**src/rtl/fetch_stage_if.sv**
```systemverilog
// Decode-side and instruction-memory signals of the fetch stage.
// The master modport is the fetch stage; the slave modport is the decode stage plus memory.
interface fetch_stage_if;
  logic        stallD;
  logic        pcSrcD;
  logic [31:0] pcBranchD;
  logic        jump;
  logic        imemReq;
  logic [31:0] imemAddr;
  logic [31:0] imemRdata;
  logic        imemValid;
  logic [31:0] instrD;
  logic [5:0]  opCode;
  logic [5:0]  func;
  logic [31:0] pcPlus4D;
  logic        validD;
  logic        fetchBusy;

  modport master (
    input  stallD, pcSrcD, pcBranchD, jump, imemRdata, imemValid,
    output imemReq, imemAddr, instrD, opCode, func, pcPlus4D, validD, fetchBusy
  );

  modport slave (
    output stallD, pcSrcD, pcBranchD, jump, imemRdata, imemValid,
    input  imemReq, imemAddr, instrD, opCode, func, pcPlus4D, validD, fetchBusy
  );
endinterface

```
**src/rtl/fetch_stage.sv**
```systemverilog
// Instruction fetch with wait-state tolerant memory handshake, one-word skid buffer
// for decode stalls, and the IF/ID pipeline register.
module fetch_stage #(
  parameter logic [31:0] RESET_PC = 32'h0000_0000
) (
  input  logic          clk,
  input  logic          rst,
  fetch_stage_if.master bus
);

  typedef enum logic [1:0] {StFetch, StHold, StDrop} state_e;

  state_e      state_q, state_d;
  logic [31:0] pc_q, pc_d;
  logic [31:0] instr_q, instr_d;
  logic [31:0] pc4_q, pc4_d;
  logic        valid_q, valid_d;
  logic [31:0] buf_q, buf_d;
  logic [31:0] buf_pc4_q, buf_pc4_d;
  logic [31:0] drop_addr_q, drop_addr_d;

  logic        redirect;
  logic [31:0] target;
  logic [31:0] pc_plus4;
  logic        imem_req;

  always_comb begin
    redirect = (bus.pcSrcD | bus.jump) & valid_q & ~bus.stallD;
    target   = bus.pcSrcD ? bus.pcBranchD : {pc4_q[31:28], instr_q[25:0], 2'b00};
    pc_plus4 = pc_q + 32'd4;
  end

  always_comb begin
    state_d     = state_q;
    pc_d        = pc_q;
    instr_d     = instr_q;
    pc4_d       = pc4_q;
    valid_d     = valid_q;
    buf_d       = buf_q;
    buf_pc4_d   = buf_pc4_q;
    drop_addr_d = drop_addr_q;
    unique case (state_q)
      StFetch: begin
        if (redirect) begin
          pc_d    = target;
          instr_d = '0;
          valid_d = 1'b0;
          // The old request is still on the bus; remember its address until it completes.
          if (!bus.imemValid) begin
            drop_addr_d = pc_q;
            state_d     = StDrop;
          end
        end else if (bus.imemValid) begin
          pc_d = pc_plus4;
          if (bus.stallD) begin
            buf_d     = bus.imemRdata;
            buf_pc4_d = pc_plus4;
            state_d   = StHold;
          end else begin
            instr_d = bus.imemRdata;
            pc4_d   = pc_plus4;
            valid_d = 1'b1;
          end
        end else if (!bus.stallD) begin
          instr_d = '0;
          valid_d = 1'b0;
        end
      end
      StHold: begin
        if (!bus.stallD) begin
          state_d = StFetch;
          if (redirect) begin
            pc_d    = target;
            instr_d = '0;
            valid_d = 1'b0;
          end else begin
            instr_d = buf_q;
            pc4_d   = buf_pc4_q;
            valid_d = 1'b1;
          end
        end
      end
      StDrop: begin
        if (!bus.stallD) begin
          instr_d = '0;
          valid_d = 1'b0;
        end
        if (bus.imemValid) begin
          state_d = StFetch;
        end
      end
      default: state_d = StFetch;
    endcase
  end

  always_ff @(posedge clk) begin
    if (rst) begin
      state_q     <= StFetch;
      pc_q        <= RESET_PC;
      instr_q     <= '0;
      pc4_q       <= '0;
      valid_q     <= 1'b0;
      buf_q       <= '0;
      buf_pc4_q   <= '0;
      drop_addr_q <= '0;
    end else begin
      state_q     <= state_d;
      pc_q        <= pc_d;
      instr_q     <= instr_d;
      pc4_q       <= pc4_d;
      valid_q     <= valid_d;
      buf_q       <= buf_d;
      buf_pc4_q   <= buf_pc4_d;
      drop_addr_q <= drop_addr_d;
    end
  end

  assign imem_req      = ~rst & ((state_q == StFetch) | (state_q == StDrop));
  assign bus.imemReq   = imem_req;
  assign bus.imemAddr  = (state_q == StDrop) ? drop_addr_q : pc_q;
  assign bus.fetchBusy = imem_req & ~bus.imemValid;
  assign bus.instrD    = instr_q;
  assign bus.opCode    = instr_q[31:26];
  assign bus.func      = instr_q[5:0];
  assign bus.pcPlus4D  = pc4_q;
  assign bus.validD    = valid_q;

  // A pending request must keep its address until the memory answers.
  a_addr_stable: assert property (@(posedge clk) disable iff (rst)
    (imem_req && !bus.imemValid) |=> $stable(bus.imemAddr));

  a_no_req_in_hold: assert property (@(posedge clk) disable iff (rst)
    (state_q == StHold) |-> !imem_req);

endmodule

```
**src/flat_wrapper.sv**
```systemverilog
// flat-port wrapper written by rule: the top's interface ports become plain ports
module fetch_stage_flat 
#(
  parameter logic [31:0] RESET_PC = 32'h0000_0000
)
  (clk, rst, bus_stallD, bus_pcSrcD, bus_pcBranchD, bus_jump, bus_imemRdata, bus_imemValid, bus_imemReq, bus_imemAddr, bus_instrD, bus_opCode, bus_func, bus_pcPlus4D, bus_validD, bus_fetchBusy);
  fetch_stage_if bus_i ();
  input  logic clk;
  input  logic rst;
  input wire logic [$bits(bus_i.stallD)-1:0] bus_stallD;
  input wire logic [$bits(bus_i.pcSrcD)-1:0] bus_pcSrcD;
  input wire logic [$bits(bus_i.pcBranchD)-1:0] bus_pcBranchD;
  input wire logic [$bits(bus_i.jump)-1:0] bus_jump;
  input wire logic [$bits(bus_i.imemRdata)-1:0] bus_imemRdata;
  input wire logic [$bits(bus_i.imemValid)-1:0] bus_imemValid;
  output wire logic [$bits(bus_i.imemReq)-1:0] bus_imemReq;
  output wire logic [$bits(bus_i.imemAddr)-1:0] bus_imemAddr;
  output wire logic [$bits(bus_i.instrD)-1:0] bus_instrD;
  output wire logic [$bits(bus_i.opCode)-1:0] bus_opCode;
  output wire logic [$bits(bus_i.func)-1:0] bus_func;
  output wire logic [$bits(bus_i.pcPlus4D)-1:0] bus_pcPlus4D;
  output wire logic [$bits(bus_i.validD)-1:0] bus_validD;
  output wire logic [$bits(bus_i.fetchBusy)-1:0] bus_fetchBusy;
  assign bus_i.stallD = bus_stallD;
  assign bus_i.pcSrcD = bus_pcSrcD;
  assign bus_i.pcBranchD = bus_pcBranchD;
  assign bus_i.jump = bus_jump;
  assign bus_i.imemRdata = bus_imemRdata;
  assign bus_i.imemValid = bus_imemValid;
  assign bus_imemReq = bus_i.imemReq;
  assign bus_imemAddr = bus_i.imemAddr;
  assign bus_instrD = bus_i.instrD;
  assign bus_opCode = bus_i.opCode;
  assign bus_func = bus_i.func;
  assign bus_pcPlus4D = bus_i.pcPlus4D;
  assign bus_validD = bus_i.validD;
  assign bus_fetchBusy = bus_i.fetchBusy;
  fetch_stage #(.RESET_PC(RESET_PC)) u_core (.clk(clk), .rst(rst), .bus(bus_i));
endmodule
```
**config.mk**
```make
export PLATFORM = sky130hd
export DESIGN_NAME = fetch_stage_flat
export DESIGN_NICKNAME = d
export VERILOG_FILES = /design/src/rtl/fetch_stage_if.sv /design/src/rtl/fetch_stage.sv /design/src/flat_wrapper.sv
export SDC_FILE = /design/constraint.sdc
export NUM_CORES = 1
export LEC_CHECK = 0
export BUFFER_PORTS_ARGS = -buffer_cell sky130_fd_sc_hd__buf_2
export CAP_MARGIN = 20
export CORE_MARGIN = 1
export CORE_UTILIZATION = 45
export DETAILED_ROUTE_END_ITERATION = 10
export GPL_TIMING_DRIVEN = 1
export PLACE_DENSITY = 0.66
export SKIP_LAST_GASP = 1
export SYNTH_ARGS = -nofsm -noshare
export SYNTH_HDL_FRONTEND = slang
export SYNTH_SLANG_ARGS = --single-unit
```
**constraint.sdc**
```tcl
create_clock -name clk -period 4.8 [get_ports clk]
set_input_delay 0.24 -clock clk [delete_from_list [all_inputs] [get_ports clk]]
set_output_delay 0.24 -clock clk [all_outputs]
set_load 0.02 [all_outputs]
```
==> results of run 1 <==
[cell usage in the layout (no fill, tap or decap), types with 5 or more instances in the layout]
cell                         count
sky130_fd_sc_hd__nand2_1       261
sky130_fd_sc_hd__a21oi_1       220
sky130_fd_sc_hd__dfxtp_1       195
sky130_fd_sc_hd__buf_2         180
sky130_fd_sc_hd__o21ai_0        95
sky130_fd_sc_hd__nor2_1         64
sky130_fd_sc_hd__nor3_1         36
sky130_fd_sc_hd__nand3_1        34
sky130_fd_sc_hd__a22o_1         32
sky130_fd_sc_hd__nand3b_1       32
sky130_fd_sc_hd__mux2i_1        29
sky130_fd_sc_hd__mux2_2         24
sky130_fd_sc_hd__inv_1          22
sky130_fd_sc_hd__buf_4          22
sky130_fd_sc_hd__a31oi_1        20
sky130_fd_sc_hd__nor4_1         18
sky130_fd_sc_hd__clkbuf_16      17
sky130_fd_sc_hd__o211ai_1       15
sky130_fd_sc_hd__nand2b_1       10
sky130_fd_sc_hd__nand4_1         9
sky130_fd_sc_hd__xnor2_1         9
sky130_fd_sc_hd__a211oi_1        7
sky130_fd_sc_hd__xor2_1          7
sky130_fd_sc_hd__or4_1           6
sky130_fd_sc_hd__and3_1          6
sky130_fd_sc_hd__a21o_1          5
sky130_fd_sc_hd__o21a_1          5
sky130_fd_sc_hd__clkinvlp_4      5
[critical path: cells and delay by family (launching register included)]
kind	cells	cell delay, ns
fa+ha+maj	1	0.56
flops	1	0.34
compound gates	4	1.08
buf+inv	3	0.95
[cell usage after synthesis (15+ instances only)]
master,count,area share
sky130_fd_sc_hd__a31oi_1,20,0.012
sky130_fd_sc_hd__nor4_1,18,0.011
sky130_fd_sc_hd__a21oi_1,221,0.11
sky130_fd_sc_hd__o21ai_0,95,0.047
sky130_fd_sc_hd__clkbuf_1,111,0.041
sky130_fd_sc_hd__nor3_1,38,0.019
sky130_fd_sc_hd__mux2i_1,29,0.028
sky130_fd_sc_hd__nand3b_1,32,0.023
sky130_fd_sc_hd__dfxtp_1,195,0.38
sky130_fd_sc_hd__inv_1,23,0.0084
sky130_fd_sc_hd__nor2_1,64,0.023
sky130_fd_sc_hd__nand3_1,35,0.017
sky130_fd_sc_hd__nand2_1,261,0.096
sky130_fd_sc_hd__mux2_2,24,0.026
sky130_fd_sc_hd__o211ai_1,15,0.011
sky130_fd_sc_hd__a22o_1,32,0.027
[metrics by stage]
stage | power [W] | util | cells | hold WS, ns
2_1_floorplan | 0.00228 | - | 1375 | 0.376
3_3_place_gp | 0.00250 | 0.502 | 1710 | 0.437
3_5_place_dp | 0.00251 | 0.503 | 1711 | 0.443
4_1_cts | 0.00388 | 0.528 | 1743 | 0.0281
5_1_grt | 0.00405 | 0.530 | 1745 | 0.0402
6_report | 0.00388 | 0.530 | 1745 | 0.0330
[cell families (layout without fill, tap and decap cells)]
logic type               after synthesis  in the layout  synth area share
AND/OR/NAND/NOR                      501            501             0.229
AO/OA/AOI/OAI                        436            436             0.247
adder cells (fa/ha/maj)                5              5           0.00612
buffers and inverters                169            259            0.0680
XOR/XNOR                              16             16            0.0137
flip-flops                           195            195             0.382
multiplexers                          53             53            0.0548
[registers in the layout, summed over array words and instances (netlist names)]
register and flops:
u_core.buf_pc4_q 32, u_core.buf_q 32, u_core.bus.instrD 32, u_core.bus.pcPlus4D 32
u_core.drop_addr_q 32, u_core.pc_q 32, u_core.state_q 2, u_core.bus.validD 1
[how the worst max path moves through the flow]
stage / to
2_1_floorplan: u_core.pc_q[24]$_SDFFE_PP0P_
3_3_place_gp: u_core.pc_q[26]$_SDFFE_PP0P_
3_5_place_dp: u_core.pc_q[26]$_SDFFE_PP0P_
4_1_cts: u_core.pc_q[26]$_SDFFE_PP0P_
5_1_grt: u_core.pc_q[4]$_SDFFE_PP0P_
6_report: u_core.pc_q[4]$_SDFFE_PP0P_
[power by group through the flow]
stage / registers, W / logic [W] / clock network [W]
2_1_floorplan: 0.00184 / 0.000441 / 0
3_3_place_gp: 0.00183 / 0.000668 / 0
3_5_place_dp: 0.00183 / 0.000676 / 0
4_1_cts: 0.00180 / 0.000679 / 0.00141
5_1_grt: 0.00181 / 0.000753 / 0.00148
6_report: 0.00180 / 0.000688 / 0.00139
[cell type report]
class	instances	area, um2
Fill cell	2193	10400
Sequential cell	195	3900
Multi-Input combinational cell	1011	5670
Clock inverter	13	133
Timing Repair Buffer	204	1100
Inverter	23	86.3
Tap cell	280	350
Clock buffer	19	433
[routing by layer]
| metal | wire length (um) | global-route usage |
|---|---|---|
| met1 | 14900 | 0.381 |
| met2 | 14300 | 0.430 |
| met3 | 2230 | 0.0481 |
| met4 | 627 | 0.0962 |
| met5 | 8 | 0 |
==> impl_results.rst, run 1 <==
.. list-table::
   :header-rows: 1

   * - Metric
     - Value
   * - Die height
     - 153 um
   * - Starting density of the core
     - 0.464
   * - Post-synthesis cell area
     - 10200 um2
   * - Kind of start point of the critical path
     - flip-flop
   * - DR WL/cell
     - 18.4 um
   * - Post-synthesis sequential area ratio
     - 0.382
   * - Via total after detailed routing
     - 10200
   * - Share of post-route cells with drive strength above 1
     - 0.189
   * - Worst R2R Path Depth
     - 8
   * - EDFF count, synth
     - 0
   * - Post_cts resized
     - 0
   * - Row count
     - 54
   * - Transition at the pin with the smallest max-transition slack
     - 1.09 ns
   * - Initial antenna violation count
     - 1
   * - Unrepaired setup endpoints after global routing
     - false
   * - Post-detailed-routing wire length
     - 32100 um
   * - Status
     - finished, violations left
   * - Logic pwr share
     - 0.177
   * - Number of detailed-route iterations in the first pass
     - 10
   * - Mean area per synthesized cell
     - 7.44 um2
   * - Sequential share of power
     - 0.463
   * - Count of hold-fix buffers inserted at cts
     - 0
   * - Violated checks
     - design-rule violations
   * - Post-synth net total
     - 1450
   * - Total number of nets in the final design
     - 1527
   * - Max-Slew Margin vs Limit
     - 0.274
   * - Placed Area
     - 11100 um2
   * - Final RePlAce weighted congestion
     - 0.818
   * - Internal Dissipation
     - 0.00265 W
   * - Worst ir drop on vdd
     - 250 uV
   * - Worst Hold End
     - u_core.buf_q[20]$_SDFFE_PP0P_
   * - Final critical-path share of the clock period
     - 0.633
   * - Endpoint class of the critical path
     - flip-flop
   * - Synth unique cells
     - 62
   * - Final max-slew violation count
     - 0
   * - DR DRC count
     - 8
   * - Areal power density over the cells
     - 333 nW/um2
   * - Clock tree skew after final layout
     - 0.0128 ns
   * - Endpoint arrival time on the critical path
     - 3.40 ns
   * - Final-report hold violation count
     - 0
   * - Clock network fraction of design power
     - 0.359
   * - Maximum capacitance violations
     - 0
   * - Critical path start-end classification
     - flip-flop to flip-flop
   * - Critical Path Fanout Max
     - 37
   * - Setup tns final
     - 0 ns
   * - Leakage power of the design
     - 4.47 nW
   * - Startpoint of the lowest-slack register-to-register path
     - u_core.state_q[1]$_SDFFE_PP0P_
   * - Number of global-route vias before repair
     - 9346
   * - Ys Warns
     - 0
   * - Flops & latches, synth
     - 195
   * - Startpoint of the worst setup timing path
     - u_core.state_q[1]$_SDFFE_PP0P_
   * - Synth Flop Type
     - sky130_fd_sc_hd__dfxtp_1
   * - Worst Hold Launch
     - bus_imemRdata[20]
   * - Achievable Freq
     - 329 MHz
   * - Area growth, synth to finish
     - 14.2%
   * - Die X-Extent
     - 153 um
   * - Reg2Reg Capture Point
     - u_core.pc_q[4]$_SDFFE_PP0P_
   * - H-tree depth reported by CTS
     - 4
   * - Die Outline Area
     - 23300 um2
   * - Iter 0 DRT Violations
     - 966
   * - Switching power as a share of total power
     - 0.317
   * - Worst min-delay path category
     - input pin to flip-flop
   * - Post-synth ARST share
     - 0
   * - Remaining antenna violation count after routing
     - 0
   * - Clock-pin slew on the worst setup and hold paths
     - 0.08 ns
   * - Hold Path Depth
     - 3
   * - Net Sw Power
     - 0.00123 W
   * - Max stage delay cell, worst path
     - sky130_fd_sc_hd__a21o_1
   * - IO Port Bufs
     - 180
   * - CTS tree
     - done
   * - Total GRT Usage
     - 0.275
   * - Top-Level Pins
     - 181
   * - Maximum number of pins on one net before global-route repair
     - 98
   * - Shortest clock period the worst path allows after layout
     - 3.04 ns
   * - Number of buffers inserted by post-CTS setup repair
     - 0
   * - Cell area after layout
     - 11700 um2
   * - Final setup violation count
     - 0
   * - Clock Latency Late Sink
     - 0.45 ns
   * - Root cell of the clock tree
     - sky130_fd_sc_hd__clkbuf_16
   * - Gate count of the mapped netlist
     - 1375
   * - Worst-case setup slack after placement
     - 1.58 ns
   * - Global route overflow
     - 0
   * - Antenna diodes
     - 0
   * - Worst-case register-to-register setup slack
     - 1.76 ns
   * - Worst-path cell chain
     - inv_1 > ha_2 > buf_4 > a21o_1 > buf_4 > a21oi_1 > a211o_1 > a21oi_1
   * - Sum of net half-perimeters after detailed placement
     - 20700 um
   * - Number of buffers on the longest clock path
     - 2
   * - Crit path required time
     - 5.16 ns
   * - Sinks on Clock Net
     - 195
   * - First-pass GRT wire length
     - 51400 um
   * - Core region area
     - 22000 um2
   * - Worst stage delay on the critical path
     - 0.60 ns
   * - Final setup slack of the worst path
     - 1.76 ns
   * - TritonCTS Buffers
     - 17
   * - Post-detailed-route via-to-cell ratio
     - 5.84
Power figures use the tool's default switching activity.
==> run 2: changes to the inputs <==
--- a/config.mk
+++ b/config.mk
@@ -11,7 +11,7 @@
 export CORE_UTILIZATION = 45
 export DETAILED_ROUTE_END_ITERATION = 10
 export GPL_TIMING_DRIVEN = 1
-export PLACE_DENSITY = 0.66
+export PLACE_DENSITY = 0.69
 export SKIP_LAST_GASP = 1
 export SYNTH_ARGS = -nofsm -noshare
 export SYNTH_HDL_FRONTEND = slang
==> constraint.sdc (replaced) <==
create_clock -name clk -period 2.4 [get_ports clk]
set_input_delay 0.12 -clock clk [delete_from_list [all_inputs] [get_ports clk]]
set_output_delay 0.12 -clock clk [all_outputs]
set_load 0.02 [all_outputs]
==> run 2 against run 1 <==
Effect of this change:
- the run still ends with design-rule violations left
- highest routed layer is now met4
- clock power grew 120%
- core utilization grew 3.5 points
- clock skew shrank 0.0048 ns
- setup slack lost 1.6 ns
- critical path type unchanged
==> impl_results.rst, run 2 (synthesis gave the netlist of run 1 again) <==
.. list-table::
   :header-rows: 1

   * - Metric
     - Value
   * - Critical Path Fanout Max
     - 10 (-73%)
   * - Number of detailed-route iterations in the first pass
     - 9 (-1)
   * - Final setup violation count
     - 0 (unchanged)
   * - Row count
     - 54 (unchanged)
   * - Status
     - finished, violations left
   * - Placed Area
     - 11500 um2 (+3.6%)
   * - Total Power Consumption
     - 0.00815 W (+110%)
   * - First-pass GRT wire length
     - 51800 um (+0.70%)
   * - Remaining antenna violation count after routing
     - 0 (unchanged)
   * - Worst Hold End
     - u_core.pc_q[6]$_SDFFE_PP0P_
   * - Maximum capacitance violations
     - 0 (unchanged)
   * - Number of buffers on the longest clock path
     - 2 (unchanged)
   * - IO Port Bufs
     - 180 (unchanged)
   * - Via total after detailed routing
     - 10600 (+3.9%)
   * - Iter 0 DRT Violations
     - 1017 (+5.3%)
   * - Final-report hold violation count
     - 0 (unchanged)
   * - Worst min-delay path category
     - input pin to flip-flop
   * - DR WL/cell
     - 17.8 um (-3.5%)
   * - Endpoint arrival time on the critical path
     - 2.55 ns (-0.85 ns)
   * - Sinks on Clock Net
     - 195 (unchanged)
   * - Post-detailed-route via-to-cell ratio
     - 5.83 (-0.15%)
   * - Reg2Reg Capture Point
     - u_core.pc_q[24]$_SDFFE_PP0P_
   * - Worst Hold Slack
     - 0.120 ns (+0.0868 ns)
   * - Die Outline Area
     - 23300 um2 (unchanged)
   * - Setup tns final
     - 0 ns (unchanged)
   * - Area occupied by registers
     - 3910 um2 (about the same)
   * - Final RePlAce weighted congestion
     - 0.901 (+10%)
   * - Most frequent standard cell in the layout excluding fill and tap cells
     - sky130_fd_sc_hd__nand2_1
   * - Placed cell count
     - 1750 (+2.3%)
   * - Initial antenna violation count
     - 0 (-1)
   * - Layout filler cell count
     - 2108 (-3.9%)
   * - Worst-case register-to-register setup slack
     - 0.13 ns (-1.63 ns)
   * - Leakage power of the design
     - 4.87 nW (+9.0%)
   * - Non-filler instance count after layout
     - 1816 (+4.1%)
   * - Clock Latency Late Sink
     - 0.43 ns (-0.02 ns)
   * - Worst Hold Launch
     - bus_pcBranchD[6]
   * - Total number of nets in the final design
     - 1598 (+4.6%)
   * - Critical path start-end classification
     - flip-flop to flip-flop
   * - Area occupied by multi-input gates
     - 5670 um2 (about the same)
   * - Hold Path Depth
     - 5 (+2)
   * - Clock tree skew after final layout
     - 0.00804 ns (-0.00476 ns)
   * - Maximum number of pins on one net before global-route repair
     - 71 (-28%)
   * - Commonest cells after routing, fill and taps aside
     - sky130_fd_sc_hd__nand2_1 (261), sky130_fd_sc_hd__a21oi_1 (220), sky130_fd_sc_hd__dfxtp_1 (194), sky130_fd_sc_hd__buf_2 (179), sky130_fd_sc_hd__o21ai_0 (95)
   * - TritonCTS Buffers
     - 17 (unchanged)
   * - Worst R2R Path Depth
     - 6 (-2)
   * - Total GRT Usage
     - 0.275 (-0.000523)
   * - Max-Slew Margin vs Limit
     - 0.548 (+0.275)
   * - Top-Level Pins
     - 181 (unchanged)
   * - Final critical-path share of the clock period
     - 0.945 (+0.312)
   * - Die X-Extent
     - 153 um (unchanged)
   * - Area growth, synth to finish
     - 21.7%
   * - Clock-pin slew on the worst setup and hold paths
     - 0.07 ns (about the same)
   * - Areal power density over the cells
     - 655 nW/um2 (+97%)
   * - Achievable Freq
     - 441 MHz (+34%)
   * - Worst ir drop on vdd
     - 462 uV (+85%)
   * - Endpoint class of the critical path
     - flip-flop
   * - Post-detailed-routing wire length
     - 32300 um (+0.45%)
   * - Root cell of the clock tree
     - sky130_fd_sc_hd__clkbuf_16
   * - Die height
     - 153 um (unchanged)
   * - Transition at the pin with the smallest max-transition slack
     - 0.677 ns (-0.412 ns)
   * - Violated checks
     - design-rule violations
   * - Sum of net half-perimeters after detailed placement
     - 21500 um (+3.8%)
   * - Number of buffers inserted by post-CTS setup repair
     - 0 (unchanged)
   * - Final max-slew violation count
     - 0 (unchanged)
   * - CTS tree
     - done
   * - Kind of start point of the critical path
     - flip-flop
   * - Cell area after layout
     - 12400 um2 (+6.6%)
   * - Global route overflow
     - 0 (unchanged)
   * - DR DRC count
     - 9 (+1)
   * - Antenna diodes
     - 0 (unchanged)
   * - Starting density of the core
     - 0.464 (unchanged)
   * - Unrepaired setup endpoints after global routing
     - false
   * - H-tree depth reported by CTS
     - 4 (unchanged)
   * - Startpoint of the lowest-slack register-to-register path
     - u_core.pc_q[13]$_SDFFE_PP0P_
   * - Shortest clock period the worst path allows after layout
     - 2.27 ns (-0.769 ns)
   * - Core region area
     - 22000 um2 (unchanged)
   * - Number of global-route vias before repair
     - 9637 (+3.1%)
   * - Share of post-route cells with drive strength above 1
     - 0.207 (+0.0180)
   * - Crit path required time
     - 2.68 ns (-2.48 ns)
==> run 2: how the worst max path moves through the flow <==
| stage | start | endpoint | cells after the start |
|---|---|---|---|
| floorplan | u_core.pc_q[2]$_SDFFE_PP0P_ | u_core.pc_q[24]$_SDFFE_PP0P_ | 7 |
| global placement | u_core.pc_q[13]$_SDFFE_PP0P_ | u_core.pc_q[24]$_SDFFE_PP0P_ | 6 |
| detailed placement | u_core.pc_q[10]$_SDFFE_PP0P_ | u_core.pc_q[24]$_SDFFE_PP0P_ | 6 |
| CTS | u_core.bus.validD$_SDFFE_PP0P_ | u_core.pc_q[2]$_SDFFE_PP0P_ | 6 |
| global route | u_core.state_q[1]$_SDFFE_PP0P_ | u_core.bus.pcPlus4D[29]$_SDFFE_PP0P_ | 7 |
| finish | u_core.pc_q[13]$_SDFFE_PP0P_ | u_core.pc_q[24]$_SDFFE_PP0P_ | 6 |
==> run 2: power by group <==
| part | switching [W] | internal (W) |
|---|---|---|
| combinational | 0.000963 | 0.000557 |
| sequential | 0.000172 | 0.00340 |
| clock | 0.00134 | 0.00172 |
==> run 2: layout make-up <==
type / instances / area share
inverter: 23 / 0.00694
multi-input combinational: 1011 / 0.455
clock inverter: 13 / 0.0138
sequential: 195 / 0.314
clock buffer: 19 / 0.0364
tap: 280 / 0.0282
timing repair buffer: 275 / 0.145
==> run 2: repair_timing <==
action,4_1_cts,5_1_grt
hold buffers,34,0
setup endpoints to repair,0,3
hold endpoints to repair,34,0
resized for setup,0,2
==> run 2: worst max-delay path: stages (launching register included) <==
cell and delay [ns]:
sky130_fd_sc_hd__dfxtp_1 0.46, sky130_fd_sc_hd__nand4_4 0.19, sky130_fd_sc_hd__or4_1 0.61, sky130_fd_sc_hd__buf_4 0.21, sky130_fd_sc_hd__or3_1 0.32, sky130_fd_sc_hd__a211oi_1 0.24
sky130_fd_sc_hd__a2111oi_0 0.09
==> run 2: metal layers <==
metal,vias to the layer above,share of wire,global-route usage
met4,0,0.017,0.0880
met3,43,0.079,0.0358
met2,503,0.46,0.432
met5,-,0,0
met1,4924,0.45,0.388
li1,5115,-,-
==> run 2: stage by stage <==
step	util	worst slack (ns)
floorplan	-	0.0652
global placement	0.520	0.244
detailed placement	0.521	0.173
CTS	0.565	0.133
global route	0.565	0.0182
finish	0.565	0.131
==> run 3: changes to the inputs <==
--- a/config.mk
+++ b/config.mk
@@ -5,7 +5,7 @@
 export SDC_FILE = /design/constraint.sdc
 export NUM_CORES = 1
 export LEC_CHECK = 0
-export BUFFER_PORTS_ARGS = -buffer_cell sky130_fd_sc_hd__buf_2
+export BUFFER_PORTS_ARGS = -buffer_cell sky130_fd_sc_hd__clkbuf_2
 export CAP_MARGIN = 20
 export CORE_MARGIN = 1
 export CORE_UTILIZATION = 45
==> run 3 against run 2 <==
Effect of this change:
- the flow still finishes with violations (design-rule violations)
- clock power fell by 8.2%
- non-clock buffer count down 1
- first-iteration DRC count decreased by 17%
- global-route usage shrank 0.34 points
- cell count hardly changed
- wire length shrank 0.39%
- design area is 0.82% lower
- sequential cell count unchanged
- total power down 3.2%
- critical endpoint unchanged
- highest routed layer unchanged
==> impl_results.rst, run 3 (synthesis gave the netlist of run 1 again) <==
.. list-table::
   :header-rows: 1

   * - Metric
     - Value
   * - Status
     - finished, violations left
   * - Violated checks
     - design-rule violations
   * - Row count
     - 54 (unchanged)
   * - Sum of net half-perimeters after detailed placement
     - 21400 um (-0.66%)
   * - WP buf/inv
     - 1 (unchanged)
   * - CTS tree
     - done
   * - Number of global-route vias before repair
     - 9449 (-2.0%)
   * - TritonCTS Buffers
     - 17 (unchanged)
   * - Via total after detailed routing
     - 10500 (-1.0%)
   * - Final setup violation count
     - 0 (unchanged)
   * - Maximum number of pins on one net before global-route repair
     - 71 (unchanged)
   * - Worst min-delay path category
     - input pin to flip-flop
   * - Sinks on Clock Net
     - 195 (unchanged)
   * - Antenna diodes
     - 0 (unchanged)
   * - Post-detailed-route via-to-cell ratio
     - 5.77 (-0.95%)
   * - Unrepaired setup endpoints after global routing
     - false
   * - Critical Path Fanout Max
     - 10 (unchanged)
   * - Worst R2R Path Depth
     - 6 (unchanged)
   * - Core region area
     - 22000 um2 (unchanged)
   * - Worst stage delay on the critical path
     - 0.60 ns (about the same)
   * - Final-report hold violation count
     - 0 (unchanged)
   * - IO Port Bufs
     - 180 (unchanged)
   * - Starting density of the core
     - 0.464 (unchanged)
   * - DR DRC count
     - 8 (-1)
   * - Total GRT Usage
     - 0.271 (-0.00341)
   * - Most frequent standard cell in the layout excluding fill and tap cells
     - sky130_fd_sc_hd__nand2_1
   * - Die X-Extent
     - 153 um (unchanged)
   * - Setup tns final
     - 0 ns (unchanged)
   * - Placed cell count
     - 1749 (-0.057%)
   * - Endpoint arrival time on the critical path
     - 2.53 ns (-0.02 ns)
   * - Remaining antenna violation count after routing
     - 0 (unchanged)
   * - Max-Slew Margin vs Limit
     - 0.407 (-0.141)
   * - Final max-slew violation count
     - 0 (unchanged)
   * - Iter 0 DRT Violations
     - 847 (-17%)
   * - Transition at the pin with the smallest max-transition slack
     - 0.884 ns (+0.207 ns)
   * - Clock-pin slew on the worst setup and hold paths
     - 0.07 ns (about the same)
   * - Top delay family on crit path
     - simple AND/OR/NAND/NOR gates
   * - Top Metal Used
     - met4
   * - Maximum capacitance violations
     - 0 (unchanged)
   * - Die height
     - 153 um (unchanged)
   * - Routed length on met1
     - 14400 um (-0.40%)
   * - Die Outline Area
     - 23300 um2 (unchanged)
   * - Kind of start point of the critical path
     - flip-flop
   * - Worst-case register-to-register setup slack
     - 0.17 ns (+0.04 ns)
   * - Max stage delay cell, worst path
     - sky130_fd_sc_hd__or4_1
   * - First-pass GRT wire length
     - 51100 um (-1.2%)
   * - Utilization of the core after routing
     - 0.560 (-0.00466)
   * - H-tree depth reported by CTS
     - 4 (unchanged)
   * - Amount of wire on met3 after detailed routing
     - 2400 um (-6.2%)
   * - Achievable Freq
     - 448 MHz (+1.6%)
   * - Critical Path Stages
     - 6 (unchanged)
   * - Number of buffers on the longest clock path
     - 2 (unchanged)
   * - Final critical-path share of the clock period
     - 0.930 (-0.0152)
   * - Total number of nets in the final design
     - 1597 (-0.063%)
   * - Clock Latency Late Sink
     - 0.43 ns (about the same)
   * - Initial antenna violation count
     - 0 (unchanged)
   * - Metal2 WL
     - 14800 um (-0.12%)
   * - Worst-path cell chain
     - nand4_4 > or4_1 > buf_4 > or3_1 > a211oi_1 > a2111oi_0
   * - Crit path required time
     - 2.69 ns (about the same)
   * - Shortest clock period the worst path allows after layout
     - 2.23 ns (-0.0365 ns)
   * - Clock tree skew after final layout
     - 0.00950 ns (+0.00146 ns)
   * - Area growth, synth to finish
     - 20.7%
   * - Areal power density over the cells
     - 640 nW/um2 (-2.4%)
   * - Non-filler instance count after layout
     - 1815 (-0.055%)
   * - Post-detailed-routing wire length
     - 32200 um (-0.39%)
   * - Leakage power of the design
     - 4.75 nW (-2.5%)
   * - Root cell of the clock tree
     - sky130_fd_sc_hd__clkbuf_16
   * - Critical path start-end classification
     - flip-flop to flip-flop
   * - DR WL/cell
     - 17.7 um (-0.33%)
   * - Final RePlAce weighted congestion
     - 0.898 (-0.40%)
   * - Worst ir drop on vdd
     - 432 uV (-6.5%)
   * - Share of post-route cells with drive strength above 1
     - 0.205 (-0.00247)
   * - Number of detailed-route iterations in the first pass
     - 11 (+2)
   * - Endpoint class of the critical path
     - flip-flop
   * - Top-Level Pins
     - 181 (unchanged)
   * - Global route overflow
     - 0 (unchanged)
   * - Hold Path Depth
     - 4 (-1)
   * - Commonest cells after routing, fill and taps aside
     - sky130_fd_sc_hd__nand2_1 (261), sky130_fd_sc_hd__a21oi_1 (220), sky130_fd_sc_hd__dfxtp_1 (195), sky130_fd_sc_hd__clkbuf_2 (179), sky130_fd_sc_hd__o21ai_0 (95)
## run 3: changes by cell type in the layout (fill, tap and decap cells not counted), sizes merged
cell / delta
clkinvlp: +2
clkbuf: +182
bufinv: -2
inv: -3
buf: -180
## run 3: area by class of cell
| class | instances | area, um2 |
|---|---|---|
| Timing Repair Buffer | 274 | 1760 |
| Inverter | 23 | 86.3 |
| Multi-Input combinational cell | 1011 | 5670 |
| Fill cell | 2116 | 9690 |
| Sequential cell | 195 | 3900 |
| Clock buffer | 22 | 474 |
| Clock inverter | 10 | 98.8 |
| Tap cell | 280 | 350 |
## run 3: what timing repair did
action	4_1_cts	5_1_grt
hold buffers	34	0
endpoints found under the setup margin	0	4
resized for setup	0	1
setup buffers	0	0
endpoints found under the hold margin	34	0
## run 3: final timing paths
check                                                         start                             endpoint
worst min register to register  u_core.bus.pcPlus4D[6]$_SDFFE_PP0P_  u_core.bus.pcPlus4D[6]$_SDFFE_PP0P_
worst max-delay path                   u_core.pc_q[13]$_SDFFE_PP0P_         u_core.pc_q[24]$_SDFFE_PP0P_
worst min-delay path                               bus_pcBranchD[2]          u_core.pc_q[2]$_SDFFE_PP0P_
worst max register to register         u_core.pc_q[13]$_SDFFE_PP0P_         u_core.pc_q[24]$_SDFFE_PP0P_
## run 3: metal layers
layer,global-route usage,vias to the layer above
met5,0,-
met4,0.0880,0
met3,0.0424,45
met2,0.433,447
met1,0.373,4860
li1,-,5127
## run 3: power breakdown
| part | internal (W) | switching (W) | total, W |
|---|---|---|---|
| Clock | 0.00152 | 0.00129 | 0.00281 |
| Combinational | 0.000540 | 0.000965 | 0.00151 |
| Sequential | 0.00340 | 0.000169 | 0.00357 |
| Total | 0.00547 | 0.00243 | 0.00789 |
## run 3: worst min-delay path, cell delays in order
cell,delay [ns]
sky130_fd_sc_hd__clkbuf_2,0.08
sky130_fd_sc_hd__nand2b_1,0.13
sky130_fd_sc_hd__o2111ai_1,0.07
sky130_fd_sc_hd__a31oi_1,0.08
## run 3: through the flow
| stage | hold WS, ns | setup WS [ns] | cell area [um2] | power, W |
|---|---|---|---|---|
| floorplan | 0.256 | 0.0652 | 10200 | 0.00456 |
| global placement | 0.359 | 0.208 | 11400 | 0.00506 |
| detailed placement | 0.363 | 0.157 | 11400 | 0.00509 |
| CTS | 0.105 | 0.136 | 12300 | 0.00792 |
| global route | 0.118 | 0.0307 | 12300 | 0.00821 |
| finish | 0.112 | 0.168 | 12300 | 0.00789 |
